### src/rtl/rom_uart_dumper.sv
// rom_uart_dumper
// Reads WORDS consecutive 32-bit words from the instruction ROM, starting at
// word index 0. Each word is sent as four 8N1 UART bytes, least-significant
// byte first. The host uses this to read back and verify a program image
// written by the UART loader. The block runs in the clkIn domain.
//
// Ports:
//   clk      system clock (clkIn domain)
//   rst_n    asynchronous active-low reset; aborts any dump in progress
//   start    single-cycle dump request, accepted only in IDLE
//   rom_addr ROM word index, zero-extended from the 16-bit word counter
//   rom_data ROM word at rom_addr (combinational read, same cycle)
//   uart_tx  serial output, idles high
//   busy     high while a dump is in progress
//   done     one-cycle pulse after the final stop bit of the final word
module rom_uart_dumper #(
  parameter int CLK_DIV = 16,
  parameter int WORDS   = 32
) (
  input  logic        clk,
  input  logic        rst_n,
  input  logic        start,
  output logic [31:0] rom_addr,
  input  logic [31:0] rom_data,
  output logic        uart_tx,
  output logic        busy,
  output logic        done
);

  typedef enum logic [2:0] {
    IDLE,
    LOAD,
    START,
    DATA,
    STOP
  } state_t;

  localparam logic [15:0] BAUD_RELOAD = 16'(CLK_DIV - 1);
  localparam logic [15:0] LAST_WORD   = 16'(WORDS - 1);

  state_t      state;
  logic [15:0] baud_cnt;
  logic [15:0] word_cnt;
  logic [2:0]  bit_cnt;
  logic [1:0]  byte_cnt;
  logic [31:0] shift_reg;
  logic        bit_end;

  // Every bit (start, data, stop) ends on the cycle the baud counter hits 0.
  assign bit_end  = (baud_cnt == 16'd0);
  assign rom_addr = {16'b0, word_cnt};

  // Control FSM. uart_tx is registered and is updated on the same edge as
  // the state change, so the line value always matches the current state.
  always_ff @(posedge clk or negedge rst_n) begin
    if (!rst_n) begin
      state    <= IDLE;
      baud_cnt <= 16'd0;
      word_cnt <= 16'd0;
      bit_cnt  <= 3'd0;
      byte_cnt <= 2'd0;
      uart_tx  <= 1'b1;
      busy     <= 1'b0;
      done     <= 1'b0;
    end else begin
      done <= 1'b0;
      case (state)
        IDLE: begin
          uart_tx <= 1'b1;
          busy    <= 1'b0;
          // A start that coincides with the done pulse belongs to the dump
          // that just finished, so it is dropped.
          if (start && !done) begin
            state    <= LOAD;
            word_cnt <= 16'd0;
            busy     <= 1'b1;
          end
        end
        LOAD: begin
          state    <= START;
          byte_cnt <= 2'd0;
          baud_cnt <= BAUD_RELOAD;
          uart_tx  <= 1'b0;
        end
        START: begin
          if (bit_end) begin
            state    <= DATA;
            bit_cnt  <= 3'd0;
            baud_cnt <= BAUD_RELOAD;
            uart_tx  <= shift_reg[0];
          end else begin
            baud_cnt <= baud_cnt - 16'd1;
          end
        end
        DATA: begin
          if (bit_end) begin
            baud_cnt <= BAUD_RELOAD;
            if (bit_cnt == 3'd7) begin
              state   <= STOP;
              uart_tx <= 1'b1;
            end else begin
              bit_cnt <= bit_cnt + 3'd1;
              // shift_reg shifts on this same edge, so bit 1 is the next bit.
              uart_tx <= shift_reg[1];
            end
          end else begin
            baud_cnt <= baud_cnt - 16'd1;
          end
        end
        STOP: begin
          if (bit_end) begin
            if (byte_cnt != 2'd3) begin
              byte_cnt <= byte_cnt + 2'd1;
              state    <= START;
              baud_cnt <= BAUD_RELOAD;
              uart_tx  <= 1'b0;
            end else if (word_cnt != LAST_WORD) begin
              word_cnt <= word_cnt + 16'd1;
              state    <= LOAD;
            end else begin
              state <= IDLE;
              done  <= 1'b1;
              busy  <= 1'b0;
            end
          end else begin
            baud_cnt <= baud_cnt - 16'd1;
          end
        end
        default: begin
          state   <= IDLE;
          uart_tx <= 1'b1;
          busy    <= 1'b0;
        end
      endcase
    end
  end

  // Word shift register (datapath, no reset). It is loaded only in LOAD,
  // so rom_data changes at any other time cannot reach the line. After 8
  // shifts the next byte of the word sits in bits [7:0].
  always_ff @(posedge clk) begin
    if (state == LOAD) begin
      shift_reg <= rom_data;
    end else if (state == DATA && bit_end) begin
      shift_reg <= {1'b0, shift_reg[31:1]};
    end
  end

endmodule

### config.mk
export PLATFORM = sky130hd
export DESIGN_NAME = rom_uart_dumper
export DESIGN_NICKNAME = d
export VERILOG_FILES = /design/src/rtl/rom_uart_dumper.sv
export SDC_FILE = /design/constraint.sdc
export NUM_CORES = 1
export LEC_CHECK = 0
export ABC_AREA = 1
export CELL_PAD_IN_SITES_DETAIL_PLACEMENT = 1
export CELL_PAD_IN_SITES_GLOBAL_PLACEMENT = 1
export CORE_MARGIN = 5
export CORE_UTILIZATION = 44
export DETAILED_ROUTE_END_ITERATION = 7
export PLACE_DENSITY_LB_ADDON = 0.1
export SLEW_MARGIN = 0
export SYNTH_ARGS = -nofsm -noshare
export SYNTH_HDL_FRONTEND = slang
export SYNTH_SLANG_ARGS = --single-unit
### constraint.sdc
create_clock -name clk -period 11.8 [get_ports clk]
set_clock_uncertainty 0.05 [all_clocks]
set_input_delay 1.77 -clock clk [delete_from_list [all_inputs] [get_ports clk]]
set_output_delay 1.77 -clock clk [all_outputs]
set_load 0.02 [all_outputs]
# After elaboration in Yosys (flattened, before gate mapping)

Cells that the tools add are included.

Register bits: 75
Bits of input ports: 35
Output and inout port bits: 35
Logic and storage cells: 92

$add $sub $neg: 4
Equality and inequality tests: 18
Muxes and demuxes: 41
Bitwise logic cells: 1
Reduce and logical (&&, ||, !) cells: 19

Operators with widths:

| cell                                                   | count |
|---|---|
| 2-to-1 mux 16 bit                                      | 7 |
| 2-to-1 mux 32 bit                                      | 2 |
| one-hot mux 16 bit (3 select lines)                    | 1 |
| one-hot mux 16 bit (2 select lines)                    | 1 |
| 2-to-1 mux 3 bit                                       | 8 |
| inequality test 2 bit, second input constant           | 11 |
| adder 16 x 1 -> 16 bit, second input constant          | 1 |
| logical NOT 16 bit                                     | 1 |
| inequality test 16 x 5 -> 1 bit, second input constant | 1 |
| subtractor 16 x 1 -> 16 bit, second input constant     | 1 |
| one-hot mux 3 bit (5 select lines)                     | 1 |
| 2-to-1 mux 1 bit                                       | 14 |
| AND reduction 4 bit                                    | 3 |
| AND reduction 5 bit                                    | 2 |
| nonzero test 2 bit                                     | 4 |
| == test 3 x 2 -> 1 bit, second input constant          | 2 |
| == test 3 bit, second input constant                   | 2 |
| 2-to-1 mux 2 bit                                       | 3 |
| one-hot mux 3 bit (2 select lines)                     | 1 |
| one-hot mux 1 bit (4 select lines)                     | 1 |
| one-hot mux 2 bit (2 select lines)                     | 1 |
| adder 3 x 1 -> 3 bit, second input constant            | 1 |
| == test 3 x 1 -> 1 bit, second input constant          | 1 |
| logical NOT 3 bit                                      | 1 |
| other kinds (11)                                       | 12 |

# Longest topological paths before layout

Depth after elaboration: 5
Mapped depth: 11
Gate-level depth less buffers: 11

# Worst setup path after synthesis

Ideal clock, no wire load.

Path kind: flip-flop to flip-flop
From: reg baud_cnt[0]
To: reg shift_reg[0] (enable)
Library setup time: 0.466 ns
Arrival: 3.546 ns
Required time: 11.284 ns
Path slack: 7.739 ns
Cell stages (with the launch flop): 8
Path buffers: 1
Period minus slack after synthesis: 4.061 ns
Cells stage by stage: dfrtp_1 inv_1 ha_1 nand3_2 nor2_4 nand2_4 buf_1 o21ai_0

Cells in the longest elaborated chain, start to end: 3

RTL lines:

| item                                | line | RTL |
|---|---|---|
| start, declared                     | 42   | `logic [15:0] baud_cnt;` |
| start signal, assigned              | 92   | `baud_cnt <= baud_cnt - 16'd1;` |
| start signal, assigned              | 107  | `baud_cnt <= baud_cnt - 16'd1;` |
| start signal, assigned              | 126  | `baud_cnt <= baud_cnt - 16'd1;` |
| logical NOT 16 bit                  | 50   | `assign bit_end = (baud_cnt == 16'd0);` |
| logical AND 1 bit                   | 144  | `end else if (state == DATA && bit_end) begin` |
| nonzero test 2 bit (no source line) | --   |  |
| end signal, assigned                | 143  | `shift_reg <= rom_data;` |
| end signal, assigned                | 145  | `shift_reg <= {1'b0, shift_reg[31:1]};` |
| end, declared                       | 46   | `logic [31:0] shift_reg;` |

Every way passes these cells.
A chain may end at the register's enable or synchronous reset.

# Worst setup path after layout

From: reg word_cnt[9]
To: out rom_addr[9]

RTL lines:

| item                   | line | RTL |
|---|---|---|
| start, declared        | 43   | `logic [15:0] word_cnt;` |
| start signal, assigned | 118  | `word_cnt <= word_cnt + 16'd1;` |
| end, declared          | 23   | `output logic [31:0] rom_addr,` |

No word-level cell between the ends.

==> impl_metrics.ini <==
[status]
status = complete, no violations

[layout]
drive_above_1_share_pct = 15.28
nets = 598
syn2layout_area_growth_pct = 17.12
largest_reg_flops = 32
diodes = 0

[logic_synthesis]
synth_xor_area_share_pct = 1.412
synth_top_family_by_area = simple AND/OR/NAND/NOR gates
netlist.top_cell.by_area = dfrtp_1
synth_edf_count = 32
synthCells = 503
synth_top_area_share_pct = 24.21
netlist_top_cells_area = dfrtp_1 24%, edfxtp_1 22%, nand2_1 13%
synth_compound_area_share_pct = 5.620
async_flop_share_pct = 57.33
synth_top_flop_cell = dfrtp_1
yosys.area_share.simple_pct = 28.33
synth_warnings = 0
synth_cell_types = 34
yosys.cell_count.top_type = nand2_1
ys_ff_latch = 75
avgSynthCellArea_um2 = 8.632
synth_adder_area_share_pct = 1.441
synth_common_cells = 154 x nand2_1, 58 x nor2_1, 42 x dfrtp_1
muxShareOfSynthArea_pct = 8.040
yosysSeqAreaShare_pct = 46.95
synthesis.area_um2 = 4342

[global_routing]
grt_pass1_wl_mm = 17.02
gr-total-overflow = 0
track_usage_pct = 17.93
grt_pass1_vias = 3646
antenna_found_initial = 0
grt_max_degree = 44

[clock_network]
postCtsSetupBuffers = 0
ctsHtreeMaxLevel = 3
path_clk_slew_ps = 80
post_cts_resized = 0
numCtsBuffers = 9
cts_tree = built
clockBufferDepth = 2
clk_latency_ps = 340
ctsHoldBuffers = 0
clock_sinks = 75
cts-root-buf = clkbuf_8

[pwr]
vdd_ir_drop_max_v = 0.00008845
power_uw = 458.8
power_leakage_nw = 2.182
powerDensity_nw_per_um2 = 90.22

[job]
maxCapViolCount = 0

[critical_path]
reg2reg_depth = 4
crit_type = reg2out
reg2reg_from = state[2]
cp_top_family = buffers and inverters
r2r-end = shift_reg[20]
path_cells = clkdlybuf4s50_1
critPathMaxFanout = 8
slowest_stage = clkdlybuf4s50_1
crit_required_ps = 9980
end_kind = primary output
crit_buf_inv = 1
reg2reg_slack_ps = 9540
startpoint_type = register
cp.arrival_ps = 1530
crit_path_max_incr_delay_ps = 670

[sta]
timing.fmax_ghz = 0.2982
worst_pin_slew_ps = 1172
hold_violations = 0
max_slew_margin_pct = 21.32
final.setup.tns_ps = 0
setup-violations-final = 0
drv_slew = 0
timing.final.crit_period_ps = 3354
fin_crit_sh_pct = 28.42
rsz0062_at_grt = no

[detailed_routing]
wl_per_cell_um = 14.43
drt_pre_antenna_iters = 4
viasPerCell = 4.971
drc = 0
drt-total-wl_mm = 10.05
vias = 3460
ant_nets = 0
first_iter_violations = 110

[floorplan]
die_x_um = 109.3
die_y_um = 109.3
dieArea_um2 = 11950
ios = 70
start_util_pct = 44.83
rows = 36
core_um2 = 9684

[hold_path]
holdPathStages = 1
hold_path_end = baud_cnt[0]
hp-start = baud_cnt[0]
hp-class = reg2reg

[placement]
place_hpwl_mm = 7.361
port_buffers = 53
gp_congestion = 0.7619
[power by group]
group	leakage, nW	switching, mW	internal, mW	total, mW
combinational	1.26	0.00908	0.00967	0.0188
clock	0.0795	0.0953	0.0746	0.170
sequential	0.839	0	0.270	0.270
total	2.18	0.104	0.354	0.459
[area by class of cell]
class                      instances  area, µm²
fill                            1168       4599
sequential                        75       2038
multi-input combinational        372       2011
timing repair buffer              54      533.0
inverter                          46      175.2
tap                              133      166.4
clock buffer                      10      127.6
clock inverter                     6      33.78
[metrics by stage]
stage	setup slack [ps]	instances	hold slack [ps]	area, µm²	util, %
after global placement	8585	680	405.3	4923	50.84
after detailed placement	8486	680	414.4	4923	50.84
after floorplan	7739	518	389.6	4398	-
after CTS	8440	696	424.7	5085	52.51
after global routing	8405	696	454.5	5085	52.51
final	8446	696	423.2	5085	52.51
[routing by layer]
layer	GRT usage, %	routed length [µm]	vias to the layer above
met2	30.82	4958	65
met5	0	0	-
met4	4.720	98	0
li1	-	-	1716
met3	4.521	523	11
met1	22.52	4466	1668
[kinds of logic after synthesis]
| logic type | count (synthesis) |
|---|---|
| DFF | 75 |
| muxes | 31 |
| adders and majority gates | 5 |
| other | 1 |
| AOI/OAI and AO/OA | 39 |
| buffers and inverters | 71 |
| and+or+nand+nor | 274 |
| xor gates and xnor gates | 7 |
[layout by cell type, fill, tap and decap left out]
cell type,netlist,final
nand2_1,154,154
nor2_1,58,58
clkdlybuf4s50_1,0,52
dfrtp_1,42,42
inv_1,40,40
edfxtp_1,32,32
mux2_2,31,31
nand3_1,22,22
nand4_1,18,18
o21ai_0,18,17
conb_1,1,16
o21ai_2,11,12
clkbuf_8,0,9
inv_2,5,5
xor2_1,5,5
ha_1,5,5
nor2_2,4,4
nor2_4,4,4
nand2_4,4,4
o21ai_1,4,4
nand3_2,3,3
a21oi_1,3,3
o21bai_1,3,3
clkinv_2,0,3
nor3_1,2,2
or2_2,2,2
xnor2_1,2,2
clkinvlp_4,0,2
inv_4,1,1
nand2_8,1,1
nand2_2,1,1
nand3_4,1,1
clkbuf_1,1,1
clkinv_1,0,1
buf_2,4,1
buf_4,17,1
dfstp_2,1,1
[worst max-delay path by stage]
| stage | endpoint | startpoint | depth (start not counted) | slack, ps |
|---|---|---|---|---|
| after floorplan | shift_reg[0] | baud_cnt[0] | 7 | 7740 |
| after global placement | word_cnt[2] | start | 7 | 8590 |
| after detailed placement | word_cnt[6] | start | 7 | 8490 |
| after CTS | rom_addr[9] | word_cnt[9] | 1 | 8440 |
| after global routing | rom_addr[9] | word_cnt[9] | 1 | 8400 |
| final | rom_addr[9] | word_cnt[9] | 1 | 8450 |
(Power assumes the default switching activity.)
